==> src/rtl/mlp_result_drain_if.sv <==
// Handshake bundle between the MLP result drain, its upstream result source
// and the AXI-Stream master's write port.
interface mlp_result_drain_if #(
    parameter int DATA_WIDTH = 32
);
    logic [DATA_WIDTH-1:0] pi_result_data;
    logic                  pi_result_valid;
    logic                  po_result_ready;
    logic [DATA_WIDTH-1:0] po_mlp_data;
    logic                  po_write_to_fifo;
    logic                  pi_wr_fifo_done;

    // master: the drain itself; slave: the surrounding MLP datapath and stream master
    modport master (
        input  pi_result_data,
        input  pi_result_valid,
        input  pi_wr_fifo_done,
        output po_result_ready,
        output po_mlp_data,
        output po_write_to_fifo
    );

    modport slave (
        output pi_result_data,
        output pi_result_valid,
        output pi_wr_fifo_done,
        input  po_result_ready,
        input  po_mlp_data,
        input  po_write_to_fifo
    );
endinterface

==> src/rtl/mlp_result_drain.sv <==
// Buffers MLP output-layer words in a small FIFO and hands them one at a time to
// the AXI-Stream master's write port, counting hand-offs per output frame.
module mlp_result_drain #(
    parameter int  DATA_WIDTH = 32,
    parameter int  FIFO_DEPTH = 8,
    parameter int  FRAME_LEN  = 10,
    localparam int CNT_W      = $clog2(FRAME_LEN + 1)
) (
    input  logic               ACLK,
    input  logic               ARESET,
    input  logic               pi_clear,
    mlp_result_drain_if.master bus,
    output logic               po_frame_done,
    output logic [CNT_W-1:0]   po_word_count,
    output logic               po_overflow,
    output logic               po_busy
);
    localparam int AW = $clog2(FIFO_DEPTH);
    localparam int OW = AW + 1;

    typedef enum logic [1:0] {
        IDLE  = 2'd0,
        WRITE = 2'd1,
        GAP   = 2'd2
    } state_t;

    logic [DATA_WIDTH-1:0] mem [FIFO_DEPTH];
    logic [AW-1:0]         wr_ptr;
    logic [AW-1:0]         rd_ptr;
    logic [OW-1:0]         occ;
    logic [OW-1:0]         occ_nxt;
    state_t                state;
    logic [DATA_WIDTH-1:0] mlp_data_q;
    logic                  write_q;
    logic                  flush;
    logic                  full;
    logic                  empty;
    logic                  push;
    logic                  pop;
    logic                  done;

    assign flush = ARESET || pi_clear;
    assign done  = bus.pi_wr_fifo_done;
    assign full  = (occ == OW'(FIFO_DEPTH));
    assign empty = (occ == '0);
    // Ready comes from registered occupancy only, so a pop never frees a slot same-cycle.
    assign push  = bus.pi_result_valid && !full;
    assign pop   = (state == IDLE) && !empty;

    assign bus.po_result_ready  = !full;
    assign bus.po_mlp_data      = mlp_data_q;
    assign bus.po_write_to_fifo = write_q;

    always_comb begin
        occ_nxt = occ;
        case ({push, pop})
            2'b10:   occ_nxt = occ + OW'(1);
            2'b01:   occ_nxt = occ - OW'(1);
            default: occ_nxt = occ;
        endcase
    end

    always_ff @(posedge ACLK) begin
        if (push && !flush) begin
            mem[wr_ptr] <= bus.pi_result_data;
        end
    end

    always_ff @(posedge ACLK) begin
        if (flush) begin
            wr_ptr      <= '0;
            rd_ptr      <= '0;
            occ         <= '0;
            po_overflow <= 1'b0;
        end else begin
            if (push) wr_ptr <= wr_ptr + AW'(1);
            if (pop)  rd_ptr <= rd_ptr + AW'(1);
            occ <= occ_nxt;
            if (bus.pi_result_valid && full) po_overflow <= 1'b1;
        end
    end

    // GAP absorbs the level acknowledge so one hand-off is never counted twice.
    always_ff @(posedge ACLK) begin
        if (flush) begin
            state         <= IDLE;
            mlp_data_q    <= '0;
            write_q       <= 1'b0;
            po_frame_done <= 1'b0;
            po_word_count <= '0;
            po_busy       <= 1'b0;
        end else begin
            po_frame_done <= 1'b0;
            case (state)
                IDLE: begin
                    if (!empty) begin
                        mlp_data_q <= mem[rd_ptr];
                        write_q    <= 1'b1;
                        state      <= WRITE;
                        po_busy    <= 1'b1;
                    end else begin
                        po_busy <= (occ_nxt != '0);
                    end
                end
                WRITE: begin
                    po_busy <= 1'b1;
                    if (done) begin
                        write_q <= 1'b0;
                        state   <= GAP;
                        if (po_word_count == CNT_W'(FRAME_LEN - 1)) begin
                            po_word_count <= '0;
                            po_frame_done <= 1'b1;
                        end else begin
                            po_word_count <= po_word_count + CNT_W'(1);
                        end
                    end
                end
                GAP: begin
                    if (!done) begin
                        state   <= IDLE;
                        po_busy <= (occ_nxt != '0);
                    end else begin
                        po_busy <= 1'b1;
                    end
                end
                default: begin
                    state   <= IDLE;
                    write_q <= 1'b0;
                    po_busy <= (occ_nxt != '0);
                end
            endcase
        end
    end
endmodule

==> src/flat_wrapper.sv <==
// flat-port wrapper written by rule: the top's interface ports become plain ports
module mlp_result_drain_flat 
#(
    parameter int  DATA_WIDTH = 32,
    parameter int  FIFO_DEPTH = 8,
    parameter int  FRAME_LEN  = 10,
    localparam int CNT_W      = $clog2(FRAME_LEN + 1)
)
  (ACLK, ARESET, pi_clear, po_frame_done, po_word_count, po_overflow, po_busy, bus_pi_result_data, bus_pi_result_valid, bus_pi_wr_fifo_done, bus_po_result_ready, bus_po_mlp_data, bus_po_write_to_fifo);
  mlp_result_drain_if #(.DATA_WIDTH(DATA_WIDTH)) bus_i ();
  input  logic ACLK;
  input  logic ARESET;
  input  logic pi_clear;
  output logic po_frame_done;
  output logic [CNT_W-1:0] po_word_count;
  output logic po_overflow;
  output logic po_busy;
  input wire logic [$bits(bus_i.pi_result_data)-1:0] bus_pi_result_data;
  input wire logic [$bits(bus_i.pi_result_valid)-1:0] bus_pi_result_valid;
  input wire logic [$bits(bus_i.pi_wr_fifo_done)-1:0] bus_pi_wr_fifo_done;
  output wire logic [$bits(bus_i.po_result_ready)-1:0] bus_po_result_ready;
  output wire logic [$bits(bus_i.po_mlp_data)-1:0] bus_po_mlp_data;
  output wire logic [$bits(bus_i.po_write_to_fifo)-1:0] bus_po_write_to_fifo;
  assign bus_i.pi_result_data = bus_pi_result_data;
  assign bus_i.pi_result_valid = bus_pi_result_valid;
  assign bus_i.pi_wr_fifo_done = bus_pi_wr_fifo_done;
  assign bus_po_result_ready = bus_i.po_result_ready;
  assign bus_po_mlp_data = bus_i.po_mlp_data;
  assign bus_po_write_to_fifo = bus_i.po_write_to_fifo;
  mlp_result_drain #(.DATA_WIDTH(DATA_WIDTH), .FIFO_DEPTH(FIFO_DEPTH), .FRAME_LEN(FRAME_LEN)) u_core (.ACLK(ACLK), .ARESET(ARESET), .pi_clear(pi_clear), .bus(bus_i), .po_frame_done(po_frame_done), .po_word_count(po_word_count), .po_overflow(po_overflow), .po_busy(po_busy));
endmodule
==> config.mk <==
export PLATFORM = sky130hd
export DESIGN_NAME = mlp_result_drain_flat
export DESIGN_NICKNAME = d
export VERILOG_FILES = /design/src/rtl/mlp_result_drain_if.sv /design/src/rtl/mlp_result_drain.sv /design/src/flat_wrapper.sv
export SDC_FILE = /design/constraint.sdc
export NUM_CORES = 1
export LEC_CHECK = 0
export ABC_AREA = 1
export ABC_CLOCK_PERIOD_IN_PS = 7300
export BUFFER_PORTS_ARGS = -buffer_cell sky130_fd_sc_hd__buf_2
export CORE_ASPECT_RATIO = 0.9
export CORE_MARGIN = 2
export CORE_UTILIZATION = 65
export DETAILED_ROUTE_END_ITERATION = 8
export PLACE_DENSITY = 0.92
export SYNTH_ARGS = -nofsm -noshare
export SYNTH_HDL_FRONTEND = slang
export SYNTH_SLANG_ARGS = --single-unit
==> constraint.sdc <==
create_clock -name ACLK -period 7.3 [get_ports ACLK]
set_clock_uncertainty 0.1 [all_clocks]
set_input_delay 1.095 -clock ACLK [delete_from_list [all_inputs] [get_ports ACLK]]
set_output_delay 1.095 -clock ACLK [all_outputs]
set_load 0.01 [all_outputs]
==> results.py <==
metrics = {
    "synth": {
        "syn_nets": 952,
        "postSynthAreaPerCell_sq_um": 13.2,
        "ys_ff_latch": 308,
        "netlist_instances": 911,
        "synth_area_sq_um": 12000,
        "yosysSeqAreaShare_pct": 72.4,
        "yosysWarnings": 0,
        "yosysUniqueCellTypes": 32,
    },
    "final_layout": {
        "drive_gt1_share_pct": 15.1,
        "stdcell_area_sq_um": 13600,
        "num_antenna_cells": 0,
        "layout_common_cells": "256 x edfxtp_1, 135 x o21ai_0, 111 x a21oi_1",
        "finalNetCount": 1015,
        "final_common_cell": "edfxtp_1",
        "multi_input_area_sq_um": 2760,
        "regArea_sq_um": 8730,
        "fill_cells": 1027,
        "fin_util_pct": 74.3,
        "area_growth_pct": 12.7,
    },
    "timing": {
        "slew_headroom_pct": 22.7,
        "hold_viol_final": 0,
        "finalCriticalPeriod_ns": 3.41,
        "drv_slew": 0,
        "fmax_mhz": 294,
        "tns_ns": 0,
        "tightest_slew_ns": 1.16,
        "setup_viol": 0,
        "final.period_utilization_pct": 46.7,
        "grt_setup_unrepaired": "false",
    },
    "setup_path": {
        "critPathMaxFanout": 42,
        "r2r_start": "u_core.rd_ptr[0]",
        "endpoint_kind": "flip-flop",
        "crit_type": "in2reg",
        "arrival_ns": 3.47,
        "cp-start-kind": "primary input",
        "critPathRequiredTime_ns": 7.37,
        "r2r_cells": 6,
        "crit_path_start": "pi_clear",
    },
    "floorplanning": {
        "dieArea_sq_um": 19600,
        "io_pins": 78,
        "die_w_um": 148,
        "die_y_um": 133,
        "start_util_pct": 65.9,
        "row_count": 47,
        "core_area_sq_um": 18300,
    },
    "global_route": {
        "grt_use_total_pct": 25.7,
        "grt_max_degree": 100,
        "antenna_found_initial": 0,
        "overflow": 0,
        "grt_pass1_vias": 7676,
        "grt_pass1_wl_um": 39400,
    },
    "place": {
        "dpl_cell_area_sq_um": 12600,
        "gp_congestion": 0.777,
        "io_buffers": 77,
        "place_hpwl_um": 13600,
    },
    "power": {
        "power_density_nw_per_um2": 349,
        "ir_drop_mv": 0.231,
        "power.leakage_nw": 4.73,
    },
    "hold_path": {
        "min-delay-start": "u_core.po_overflow",
        "min_path_cells": 2,
        "hold_class": "reg2reg",
    },
    "clocking": {
        "path_clk_slew_ns": 0.06,
        "cts_root_buf": "clkbuf_16",
        "cts.repair.resized": 0,
        "cts_num_sinks": 308,
        "h-tree-depth": 1,
        "ctsHoldBuffers": 0,
        "cts-buffers-inserted": 29,
        "clock_latency_ns": 0.56,
        "post-cts-setup-buffers": 0,
        "cts.path.max_buffers": 3,
        "cts_tree": "done",
    },
    "route": {
        "drc": 0,
        "vias": 7566,
        "drt_iter0_markers": 748,
        "wirelength_um": 25200,
        "dr.pass1.iters": 5,
        "viasPerCell": 6.10,
        "routedWlPerCell_um": 20.3,
        "drtAntennaViolNets": 0,
    },
    "run": {
        "maxCapViolations": 0,
    },
    "status": {
        "status": "completed",
    },
}
-- sequential cells by signal, indices dropped and copies added (netlist names) --
register,flops
u_core.po_busy,1
u_core.bus.po_write_to_fifo,1
u_core.occ,4
u_core.mem,256
u_core.po_word_count,4
u_core.wr_ptr,3
u_core.po_overflow,1
u_core.rd_ptr,3
u_core.bus.po_mlp_data,32
u_core.po_frame_done,1
u_core.state,2
-- layout make-up --
cell class,instances,share of cell area [%]
Sequential cell,308,64.3
Multi-Input combinational cell,457,20.3
Clock buffer,43,5.95
Timing Repair Buffer,86,3.33
Inverter,92,2.54
Tap cell,245,2.26
Clock inverter,10,1.26
-- worst paths after layout --
check	slack [ns]	end
hold / removal	0.36	u_core.po_overflow
hold reg to reg	0.36	u_core.po_overflow
setup / recovery	3.89	u_core.mem[4][16]
setup reg to reg	4.06	u_core.bus.po_mlp_data[10]
-- metal layers --
layer	track usage (%)	wire, um	part of all wire (%)
met5	0	0	0
met4	8.87	608	2.4
met2	43.5	12500	50
met3	4.55	2110	8.4
met1	34.0	9990	40
-- cells by family (layout without fill, tap and decap cells) --
family                   after synthesis  after routing  synth area share, %
AO/OA/AOI/OAI                        316            316                 14.0
XOR/XNOR                               2              2                0.145
adder cells (fa/ha/maj)                4              4                0.415
buffers and inverters                146            231                 5.13
flip-flops                           308            308                 72.4
multiplexers                          64             64                 5.32
AND/OR/NAND/NOR                       71             71                 2.58
-- critical path, stage by stage --
cell,delay [ns]
buf_2,0.11
nor2_4,0.82
nand3_1,0.41
nor2_4,1.01
-- power breakdown --
part	leakage, nW	total, mW	internal, mW	switching, mW
Combinational	1.52	1.06	0.374	0.688
Sequential	2.73	2.13	2.01	0.123
Clock	0.480	1.54	0.912	0.628
Total	4.73	4.74	3.30	1.44
-- cell usage after synthesis (all sizes together) --
cell    count  area share [%]
o21ai     168             7.0
nor3        4            0.17
clkbuf     37             1.2
o211ai     32             2.0
a211oi      1           0.062
mux2i      64             5.3
xor2        1           0.073
ha          4            0.42
dfxtp      52             8.6
edfxtp    256              64
nand3      13            0.54
a31oi       1           0.052
o32ai       1           0.073
inv        92             2.9
nand4       1           0.052
xnor2       1           0.073
nand2      32             1.1
o21a        1           0.062
a21oi     112             4.7
nor2       20            0.69
buf        17             1.1
or2         1           0.052
-- stage by stage --
step                setup WS (ns)  total power [mW]  std cells  hold WS, ns
finish                       3.89              4.74       1241        0.362
global route                 3.82              4.93       1241        0.394
CTS                          3.92              4.74       1241        0.363
detailed placement           3.36              3.20       1188        0.355
global placement             3.49              3.14       1188        0.336
floorplan                    2.80              2.90        911        0.369
No activity file was read; power rests on OpenSTA's default activity.
